`src/rtl/cpu_pkg.sv`:
```
// Shared definitions for the 6502-style core: opcodes, status bit positions,
// execution stages and architectural reset values.
package cpu_pkg;

    localparam logic [7:0] OP_LDA_IMM = 8'hA9;
    localparam logic [7:0] OP_LDX_IMM = 8'hA2;
    localparam logic [7:0] OP_LDY_IMM = 8'hA0;
    localparam logic [7:0] OP_ADC_IMM = 8'h69;
    localparam logic [7:0] OP_SBC_IMM = 8'hE9;
    localparam logic [7:0] OP_LDA_ZP  = 8'hA5;
    localparam logic [7:0] OP_STA_ZP  = 8'h85;
    localparam logic [7:0] OP_PHA     = 8'h48;
    localparam logic [7:0] OP_PLA     = 8'h68;
    localparam logic [7:0] OP_JMP_ABS = 8'h4C;
    localparam logic [7:0] OP_NOP     = 8'hEA;

    localparam int STATUS_C = 0;
    localparam int STATUS_Z = 1;
    localparam int STATUS_I = 2;
    localparam int STATUS_D = 3;
    localparam int STATUS_B = 4;
    localparam int STATUS_V = 6;
    localparam int STATUS_N = 7;

    localparam logic [7:0] SP_RESET = 8'hFD;
    localparam logic [7:0] P_RESET  = 8'h34;

    typedef enum logic [2:0] {
        RST_LO,
        RST_HI,
        FETCH,
        EX1,
        EX2
    } stage_t;

    function automatic logic [7:0] with_nz(input logic [7:0] p, input logic [7:0] value);
        logic [7:0] r;
        r = p;
        r[STATUS_N] = value[7];
        r[STATUS_Z] = (value == 8'h00);
        return r;
    endfunction

endpackage

```
`src/rtl/cpu_alu.sv`:
```
// Combinational adder for ADC/SBC; SBC is ADC with the operand inverted.
module cpu_alu
    import cpu_pkg::*;
(
    input  logic [7:0] a,
    input  logic [7:0] m,
    input  logic       carry_in,
    input  logic       subtract,
    output logic [7:0] result,
    output logic       c,
    output logic       v,
    output logic       n,
    output logic       z
);

    logic [7:0] m_eff;
    logic [8:0] sum;

    always_comb begin
        m_eff  = subtract ? ~m : m;
        sum    = {1'b0, a} + {1'b0, m_eff} + {8'h00, carry_in};
        result = sum[7:0];
        c      = sum[8];
        // Overflow: both addends share a sign that the result does not.
        v      = (a[7] == m_eff[7]) && (sum[7] != a[7]);
        n      = sum[7];
        z      = (sum[7:0] == 8'h00);
    end

endmodule

```
`src/rtl/cpu_core.sv`:
```
// Clock-enable paced 6502-style core with a single-master read/write bus;
// a read stage stalls while data_valid_i is low, a write stage never does.
module cpu_core
    import cpu_pkg::*;
#(
    parameter int          CLOCK_DIVIDER = 12,
    parameter logic [15:0] RESET_VECTOR  = 16'hFFFC,
    parameter logic [7:0]  STACK_PAGE    = 8'h01
) (
    input  logic        clock_i,
    input  logic        reset_ni,
    input  logic [7:0]  data_i,
    input  logic        data_valid_i,
    output logic [7:0]  data_o,
    output logic [15:0] address_o,
    output logic        bus_read_o,
    output logic        bus_write_o,
    output logic        clock_ready_o,
    output logic [15:0] program_counter_o,
    output logic [7:0]  accumulator_o,
    output logic [7:0]  index_x_o,
    output logic [7:0]  index_y_o,
    output logic [7:0]  status_o,
    output logic [7:0]  stack_pointer_o
);

    localparam int DIV_W = $clog2(CLOCK_DIVIDER);

    logic [DIV_W-1:0] div_count;
    logic             ce, advance, needs_valid, known_op;
    stage_t           stage, stage_n;
    logic [15:0]      pc, pc_n, addr, addr_n;
    logic [7:0]       a, a_n, x, x_n, y, y_n, sp, sp_n, p, p_n, ir, ir_n, hold, hold_n;
    logic [7:0]       dout, dout_n, sp_inc;
    logic             rd, rd_n, wr, wr_n;
    logic [7:0]       alu_result;
    logic             alu_c, alu_v, alu_n, alu_z;

    cpu_alu u_alu (
        .a        (a),
        .m        (data_i),
        .carry_in (p[STATUS_C]),
        .subtract (ir == OP_SBC_IMM),
        .result   (alu_result),
        .c        (alu_c),
        .v        (alu_v),
        .n        (alu_n),
        .z        (alu_z)
    );

    assign ce = (div_count == DIV_W'(CLOCK_DIVIDER - 1));
    assign known_op = ir inside {OP_LDA_IMM, OP_LDX_IMM, OP_LDY_IMM, OP_ADC_IMM, OP_SBC_IMM,
                                 OP_LDA_ZP, OP_STA_ZP, OP_PHA, OP_PLA, OP_JMP_ABS};
    // Unknown opcodes (NOP included) spend EX1 as a dummy cycle that never waits on the bus.
    assign needs_valid = rd && !(stage == EX1 && !known_op);
    assign advance     = ce && (!needs_valid || data_valid_i);
    assign sp_inc      = sp + 8'd1;

    always_comb begin
        stage_n = stage;
        pc_n    = pc;
        addr_n  = addr;
        a_n     = a;
        x_n     = x;
        y_n     = y;
        sp_n    = sp;
        p_n     = p;
        ir_n    = ir;
        hold_n  = hold;
        dout_n  = dout;
        rd_n    = rd;
        wr_n    = wr;
        case (stage)
            RST_LO: begin
                pc_n    = {pc[15:8], data_i};
                addr_n  = RESET_VECTOR + 16'd1;
                stage_n = RST_HI;
            end
            RST_HI: begin
                pc_n    = {data_i, pc[7:0]};
                addr_n  = {data_i, pc[7:0]};
                stage_n = FETCH;
            end
            FETCH: begin
                ir_n    = data_i;
                pc_n    = pc + 16'd1;
                addr_n  = pc + 16'd1;
                stage_n = EX1;
            end
            EX1: begin
                stage_n = FETCH;
                case (ir)
                    OP_LDA_IMM, OP_LDX_IMM, OP_LDY_IMM: begin
                        if (ir == OP_LDA_IMM) a_n = data_i;
                        if (ir == OP_LDX_IMM) x_n = data_i;
                        if (ir == OP_LDY_IMM) y_n = data_i;
                        p_n    = with_nz(p, data_i);
                        pc_n   = pc + 16'd1;
                        addr_n = pc + 16'd1;
                    end
                    OP_ADC_IMM, OP_SBC_IMM: begin
                        a_n           = alu_result;
                        p_n[STATUS_C] = alu_c;
                        p_n[STATUS_V] = alu_v;
                        p_n[STATUS_N] = alu_n;
                        p_n[STATUS_Z] = alu_z;
                        pc_n          = pc + 16'd1;
                        addr_n        = pc + 16'd1;
                    end
                    OP_LDA_ZP: begin
                        addr_n  = {8'h00, data_i};
                        pc_n    = pc + 16'd1;
                        stage_n = EX2;
                    end
                    OP_STA_ZP: begin
                        addr_n  = {8'h00, data_i};
                        rd_n    = 1'b0;
                        wr_n    = 1'b1;
                        dout_n  = a;
                        pc_n    = pc + 16'd1;
                        stage_n = EX2;
                    end
                    OP_PHA: begin
                        addr_n  = {STACK_PAGE, sp};
                        rd_n    = 1'b0;
                        wr_n    = 1'b1;
                        dout_n  = a;
                        sp_n    = sp - 8'd1;
                        stage_n = EX2;
                    end
                    OP_PLA: begin
                        sp_n    = sp_inc;
                        addr_n  = {STACK_PAGE, sp_inc};
                        stage_n = EX2;
                    end
                    OP_JMP_ABS: begin
                        hold_n  = data_i;
                        pc_n    = pc + 16'd1;
                        addr_n  = pc + 16'd1;
                        stage_n = EX2;
                    end
                    default: ;
                endcase
            end
            EX2: begin
                stage_n = FETCH;
                addr_n  = pc;
                rd_n    = 1'b1;
                wr_n    = 1'b0;
                if (ir == OP_LDA_ZP || ir == OP_PLA) begin
                    a_n = data_i;
                    p_n = with_nz(p, data_i);
                end
                if (ir == OP_JMP_ABS) begin
                    pc_n   = {data_i, hold};
                    addr_n = {data_i, hold};
                end
            end
            default: stage_n = RST_LO;
        endcase
        p_n[5] = 1'b1;
    end

    always_ff @(posedge clock_i or negedge reset_ni) begin
        if (!reset_ni) begin
            div_count <= '0;
            stage     <= RST_LO;
            pc        <= 16'h0000;
            addr      <= RESET_VECTOR;
            a         <= 8'h00;
            x         <= 8'h00;
            y         <= 8'h00;
            sp        <= SP_RESET;
            p         <= P_RESET;
            ir        <= 8'h00;
            hold      <= 8'h00;
            dout      <= 8'h00;
            rd        <= 1'b1;
            wr        <= 1'b0;
        end else begin
            div_count <= ce ? '0 : div_count + DIV_W'(1);
            if (advance) begin
                stage <= stage_n;
                pc    <= pc_n;
                addr  <= addr_n;
                a     <= a_n;
                x     <= x_n;
                y     <= y_n;
                sp    <= sp_n;
                p     <= p_n;
                ir    <= ir_n;
                hold  <= hold_n;
                dout  <= dout_n;
                rd    <= rd_n;
                wr    <= wr_n;
            end
        end
    end

    assign data_o            = dout;
    assign address_o         = addr;
    assign bus_read_o        = rd;
    assign bus_write_o       = wr;
    assign clock_ready_o     = ce;
    assign program_counter_o = pc;
    assign accumulator_o     = a;
    assign index_x_o         = x;
    assign index_y_o         = y;
    assign status_o          = p;
    assign stack_pointer_o   = sp;

endmodule
```
`config.mk`:
```
export PLATFORM = sky130hd
export DESIGN_NAME = cpu_core
export DESIGN_NICKNAME = d
export VERILOG_FILES = /design/src/rtl/cpu_pkg.sv /design/src/rtl/cpu_alu.sv /design/src/rtl/cpu_core.sv
export SDC_FILE = /design/constraint.sdc
export NUM_CORES = 1
export LEC_CHECK = 0
export CORE_MARGIN = 10
export CORE_UTILIZATION = 60
export CTS_CLUSTER_DIAMETER = 200
export CTS_CLUSTER_SIZE = 24
export DETAILED_ROUTE_END_ITERATION = 8
export GPL_TIMING_DRIVEN = 0
export HOLD_SLACK_MARGIN = 0.1
export PLACE_DENSITY = 0.84
export SYNTH_ARGS = -nofsm -noshare
export SYNTH_HDL_FRONTEND = slang
export SYNTH_HIERARCHICAL = 1
export SYNTH_SLANG_ARGS = --single-unit
```
`constraint.sdc`:
```
create_clock -name clock_i -period 7.73 [get_ports clock_i]
set_clock_uncertainty 0.1 [all_clocks]
set_input_delay 2.319 -clock clock_i [delete_from_list [all_inputs] [get_ports clock_i]]
set_output_delay 2.319 -clock clock_i [all_outputs]
set_load 0.03 [all_outputs]
```
### After elaboration in Yosys (flattened, before gate mapping)

Cells that the tools add are included.

* add/subtract/negate cells: 6
* equality and inequality tests: 23
* multiplexer cells: 22
* bitwise operators: 5
* reduce and logical (&&, ||, !) cells: 39

Operator list (count)
* 16-bit one-hot mux with 5 select lines: 2
* 16-bit one-hot mux with 4 select lines: 1
* 8-bit one-hot mux with 2 select lines: 4
* 8-bit equality test, second input constant: 6
* 8-bit by 7-bit equality test with 1-bit output, second input constant: 4
* 16-bit two-way mux: 2
* 8-bit two-way mux: 4
* 4-bit AND reduction: 5
* 16-bit by 1-bit adder with 16-bit output, second input constant: 1
* 8-bit zero test: 2
* 3-bit AND reduction: 5
* 3-bit one-hot mux with 4 select lines: 1
* 5-bit AND reduction: 2
* 10-bit nonzero test: 1
* 8-bit by 8-bit adder with 9-bit output: 1
* 9-bit by 1-bit adder with 9-bit output: 1
* 8-bit by 1-bit adder with 8-bit output, second input constant: 1
* 8-bit NOT: 1
* 2-bit one-hot mux with 2 select lines: 2
* 4-bit nonzero test: 2
* 2-bit OR reduction: 4
* 8-bit OR reduction: 1
* 8-bit by 1-bit subtractor with 8-bit output, second input constant: 1
* 3-bit by 2-bit equality test with 1-bit output, second input constant: 2
* other kinds (25): 39

* flip-flop bits (word level): 101
* input port bits: 11
* output and inout port bits: 83
* word-level logic and storage cells: 111

### Longest topological paths before layout

* depth in word-level cells: 10
* mapped depth: 16

### Cells and area by module

The synthesis kept the hierarchy.

By module, submodules not included
* cpu_core: times used 1, cells an instance 624, area each 5916.9 µm²
* cpu_alu: times used 1, cells an instance 63, area each 534.3 µm²

### Least setup slack after synthesis

No wires, ideal clock.

* kind: input-to-reg
* start point: input data_i[0]
* end point: register p[1] (netlist: status_o[1])
* library setup time: 0.077 ns
* data arrival time: 4.485 ns
* slack: 3.068 ns
* stages: 11
* path buffers: 0
* cell sequence: xor2_1 fa_1 inv_1 fa_1 nor2b_4 o21a_1 or3_4 a2111oi_4 nor4b_2 a21oi_1 a21oi_1

* cells in the longest elaborated chain, start to end: 7

Ends and longest elaborated chain
* start: declaration: line cpu_core.sv:12 `input logic [7:0] data_i,`
* 8-bit NOT: line cpu_alu.sv:20 `m_eff = subtract ? ~m : m;`
* 8-bit two-way mux (*): line cpu_alu.sv:20
* 8-bit by 8-bit adder with 9-bit output (*): line cpu_alu.sv:21 `sum = {1'b0, a} + {1'b0, m_eff} + {8'h00, carry_in};`
* 9-bit by 1-bit adder with 9-bit output (*): line cpu_alu.sv:21
* 8-bit zero test (*): line cpu_alu.sv:27 `z = (sum[7:0] == 8'h00);`
* via alu_z: line cpu_core.sv:37 `logic alu_c, alu_v, alu_n, alu_z;`
* 2-bit one-hot mux with 2 select lines (*): line cpu_core.sv:92 `case (ir)`
* 8-bit one-hot mux with 2 select lines (*): line cpu_core.sv:73 `case (stage)`
* end signal: assignment: line cpu_core.sv:190 `p <= p_n;`
* end: declaration: line cpu_core.sv:33 `logic [7:0] a, a_n, x, x_n, y, y_n, sp, sp_n, p, p_n, ir, ir_n, hold, hold_n;`

The timed path passes the listed nets; every way through them passes the cells marked *. The select of a mux whose other input is x is not followed.
A chain may end at the register's enable or synchronous reset.

### Worst setup path in the final report

Same ends and word-level chain as after synthesis.

==> results.md <==
- Synth top area share: 30.6%
- Port-buffer cells: 89
- Cell Area, Synth: between 6000 and 7000 um2
- Top FF cell, synth: dfrtp_1
- Root Driver: clkbuf_8
- Sequential Area: between 2000 and 3000 um2
- Die Y: roughly 120 um
- Worst-Skew Late Latency: approximately 0.37 ns
- DPL Wire Length: ~16,000 um
- Critical path fanouts, max: 3
- Post-CTS Setup Bufs: 0
- Routed WL per cell: roughly 23 um
- Worst setup margin: ~2.6 ns
- Layout Nets: approximately 800
- Yosys warnings: 6
- Flops & latches, synth: 101
- Clk pin slew, worst setup/hold paths: around 0.11 ns
- WP data required: approximately 7.9 ns
- Crit path kind: primary input to flip-flop
- Gr usage total: between 20% and 30%
- Yosys cell types: 73
- Cells after Synth: roughly 690
- Chip Width: approximately 120 um
- Leading post-synthesis cells by cell area: dfrtp_1, dfstp_2, mux2_2
- Drt first-iter violations: roughly 910
- Number of buffers created by CTS: 9
- Dominant cell type by area after synthesis: dfrtp_1
- PwrDens: between 100 and 150 nW/um2
- Initial Util: approximately three fifths
- First-pass GRT wire length: between 30,000 and 40,000 um
- Setup_tns: 0 ns
- H-tree depth: 3
- Top-count cell post-synth: dfrtp_1
- Final Hold Fails: 0
- Row Count: 37
- LEAKAGE: about 3.2 nW
- Fin. max-slew vios: 0
- Placer Congestion: approximately 0.99
- Hold Path Class: flip-flop to flip-flop
- DRC Markers: 0
- DR pass1 iterations: 6
- Layout cell share with drive strength beyond 1: 14.6%
- Final period util: between 60% and 70%
- Post-cts gate resize count: 0
- Max Freq: around 0.2 GHz
- Layout area overhead: 20.4%
- Num ports: 94
- TritonCTS Sinks: roughly 100
- GR Overflow Total: 0
- Footprint of the multi-input gates: 3620 um2
- Filler cells: approximately 700
- Worst EP arrival: around 5.3 ns
- Worst slack, placed: ~2.4 ns
- Ys async rst share: between 90% and 100%
- Core Footprint: ~10,000 um2
- Status: finished clean
- CTS tree: done
- Pin count of the biggest net entering global routing: between 50 and 60
- CP Launch Type: primary input
- Crit path time final: 5.12 ns
- Drt total wl: about 22,000 um
- DRT antenna net count: 0
- # hold bufs at CTS: 0
- Clk buf depth: 2
- RSZ-0062 raised after global routing: no
- Peak VDD IR: 90.4 uV
- Post-synthesis sequential area ratio: between 30% and 40%
- Die area: 15,300 um2
- Syn Area/Cell: 9.39 um2
- Vias in the first global route: between 6,000 and 7,000
- Max-slew headroom: around a quarter
- Final setup vio count: 0
- Post-synth EDFFs: 0
- Most frequent cells after synthesis: dfrtp_1, nor2_1, mux2_2
- R2r setup slk: approximately 2.7 ns
- Initial antenna violation count: 0
- Number of diodes: 0
- Via density per instance: between 6 and 7
- CP Capture Type: flip-flop
- Via count: a little over 6,000
- MaxCap Viol Count: 0
- Slew @ Worst Pin: 1.12 ns
state kept, by name (all words and copies together), names as in the netlist:
register,cells
address_o,16
program_counter_o,16
accumulator_o,8
data_o,8
hold,8
index_x_o,8
index_y_o,8
ir,8
stack_pointer_o,8
div_count,4
status_o,4
stage,3
bus_read_o,1
bus_write_o,1
worst paths after layout:
| kind | cells past startpoint | from | end |
|---|---|---|---|
| setup / recovery | 12 | data_i[0] | status_o[1]$_DFFE_PN0P_ |
| hold / removal | 1 | div_count[0]$_DFF_PN0_ | div_count[0]$_DFF_PN0_ |
| setup reg to reg | 16 | ir[1]$_DFFE_PN0P_ | status_o[1]$_DFFE_PN0P_ |
| hold reg to reg | 1 | div_count[0]$_DFF_PN0_ | div_count[0]$_DFF_PN0_ |
| max in group asynchronous | 2 | reset_ni | stack_pointer_o[0]$_DFFE_PN1P_ |
| min in group asynchronous | 1 | reset_ni | div_count[1]$_DFF_PN0_ |
report_power, final:
group | total [mW] | internal, mW | switching [mW] | leakage, nW
registers | 0.572 | 0.552 | 0.0193 | 1.28
logic | 0.219 | 0.0839 | 0.135 | 1.84
clock network | 0.366 | 0.165 | 0.201 | 0.107
total | 1.16 | 0.801 | 0.356 | 3.23
worst max-delay path: stages:
cell and delay (ns):
clkdlybuf4s50_1 0.45, xor2_1 0.17, fa_1 0.44, inv_1 0.09, fa_1 0.27, nor2b_4 0.06
o21a_1 0.18, or3_4 0.35, a2111oi_4 0.33, nor4b_2 0.30, a21oi_1 0.14, a21oi_1 0.22
area by class of cell:
| cell class | count | share of cell area, % |
|---|---|---|
| clock buffer | 10 | 1.77 |
| tap | 136 | 2.19 |
| inverter | 18 | 0.870 |
| sequential | 101 | 32.9 |
| timing repair buffer | 90 | 11.8 |
| buffer | 53 | 2.87 |
| multi-input combinational | 517 | 46.6 |
| clock inverter | 6 | 0.999 |
cells by family after synthesis:
| kind of cell | after synthesis | synth area share [%] |
|---|---|---|
| multiplexers | 67 | 11.3 |
| other | 2 | 0.116 |
| AND/OR/NAND/NOR | 216 | 17.6 |
| buffers and inverters | 71 | 4.50 |
| AO/OA/AOI/OAI | 174 | 18.2 |
| XOR/XNOR | 43 | 5.84 |
| adder cells (fa/ha/maj) | 13 | 2.75 |
| flip-flops | 101 | 39.6 |
layer usage:
layer	part of all wire (%)	GRT usage [%]	up-vias
li1	-	-	2693
met3	10	6.15	73
met2	47	45.1	377
met1	39	36.0	2998
met4	3.9	12.1	0
met5	0	0	-
placed cells by master, fill, tap and decap left out, types with 3 or more instances in the layout:
cell / instances
a211oi_1: 7
a21o_1: 9
a21oi_1: 39
a221oi_1: 5
a22oi_1: 3
a2bb2oi_1: 5
a31oi_1: 9
and2_1: 6
and3_1: 8
and4_1: 3
buf_1: 4
buf_2: 4
buf_4: 6
clkbuf_1: 40
clkbuf_8: 10
clkdlybuf4s50_1: 88
conb_1: 4
dfrtp_1: 79
dfstp_2: 22
ha_1: 11
inv_1: 18
mux2_2: 47
mux2i_1: 19
nand2_1: 40
nand2b_1: 8
nand3_1: 27
nand4_1: 9
nor2_1: 65
nor2b_1: 8
nor3_1: 11
nor4_1: 9
o211ai_1: 5
o21a_1: 6
o21ai_0: 45
o221ai_1: 3
o22a_1: 4
o22ai_1: 8
o31a_1: 3
xnor2_1: 22
xor2_1: 21
stage by stage:
step	utilization [%]	instance area [um2]	cells	total power, mW	hold WS (ns)
finish	74.6	7770	931	1.16	0.384
global route	74.6	7770	931	1.20	0.405
CTS	74.5	7760	931	1.16	0.391
detailed placement	72.4	7540	915	0.796	0.377
global placement	72.2	7520	914	0.786	0.346
floorplan	-	6460	689	0.707	0.332
No activity file was read; power rests on OpenSTA's default activity.
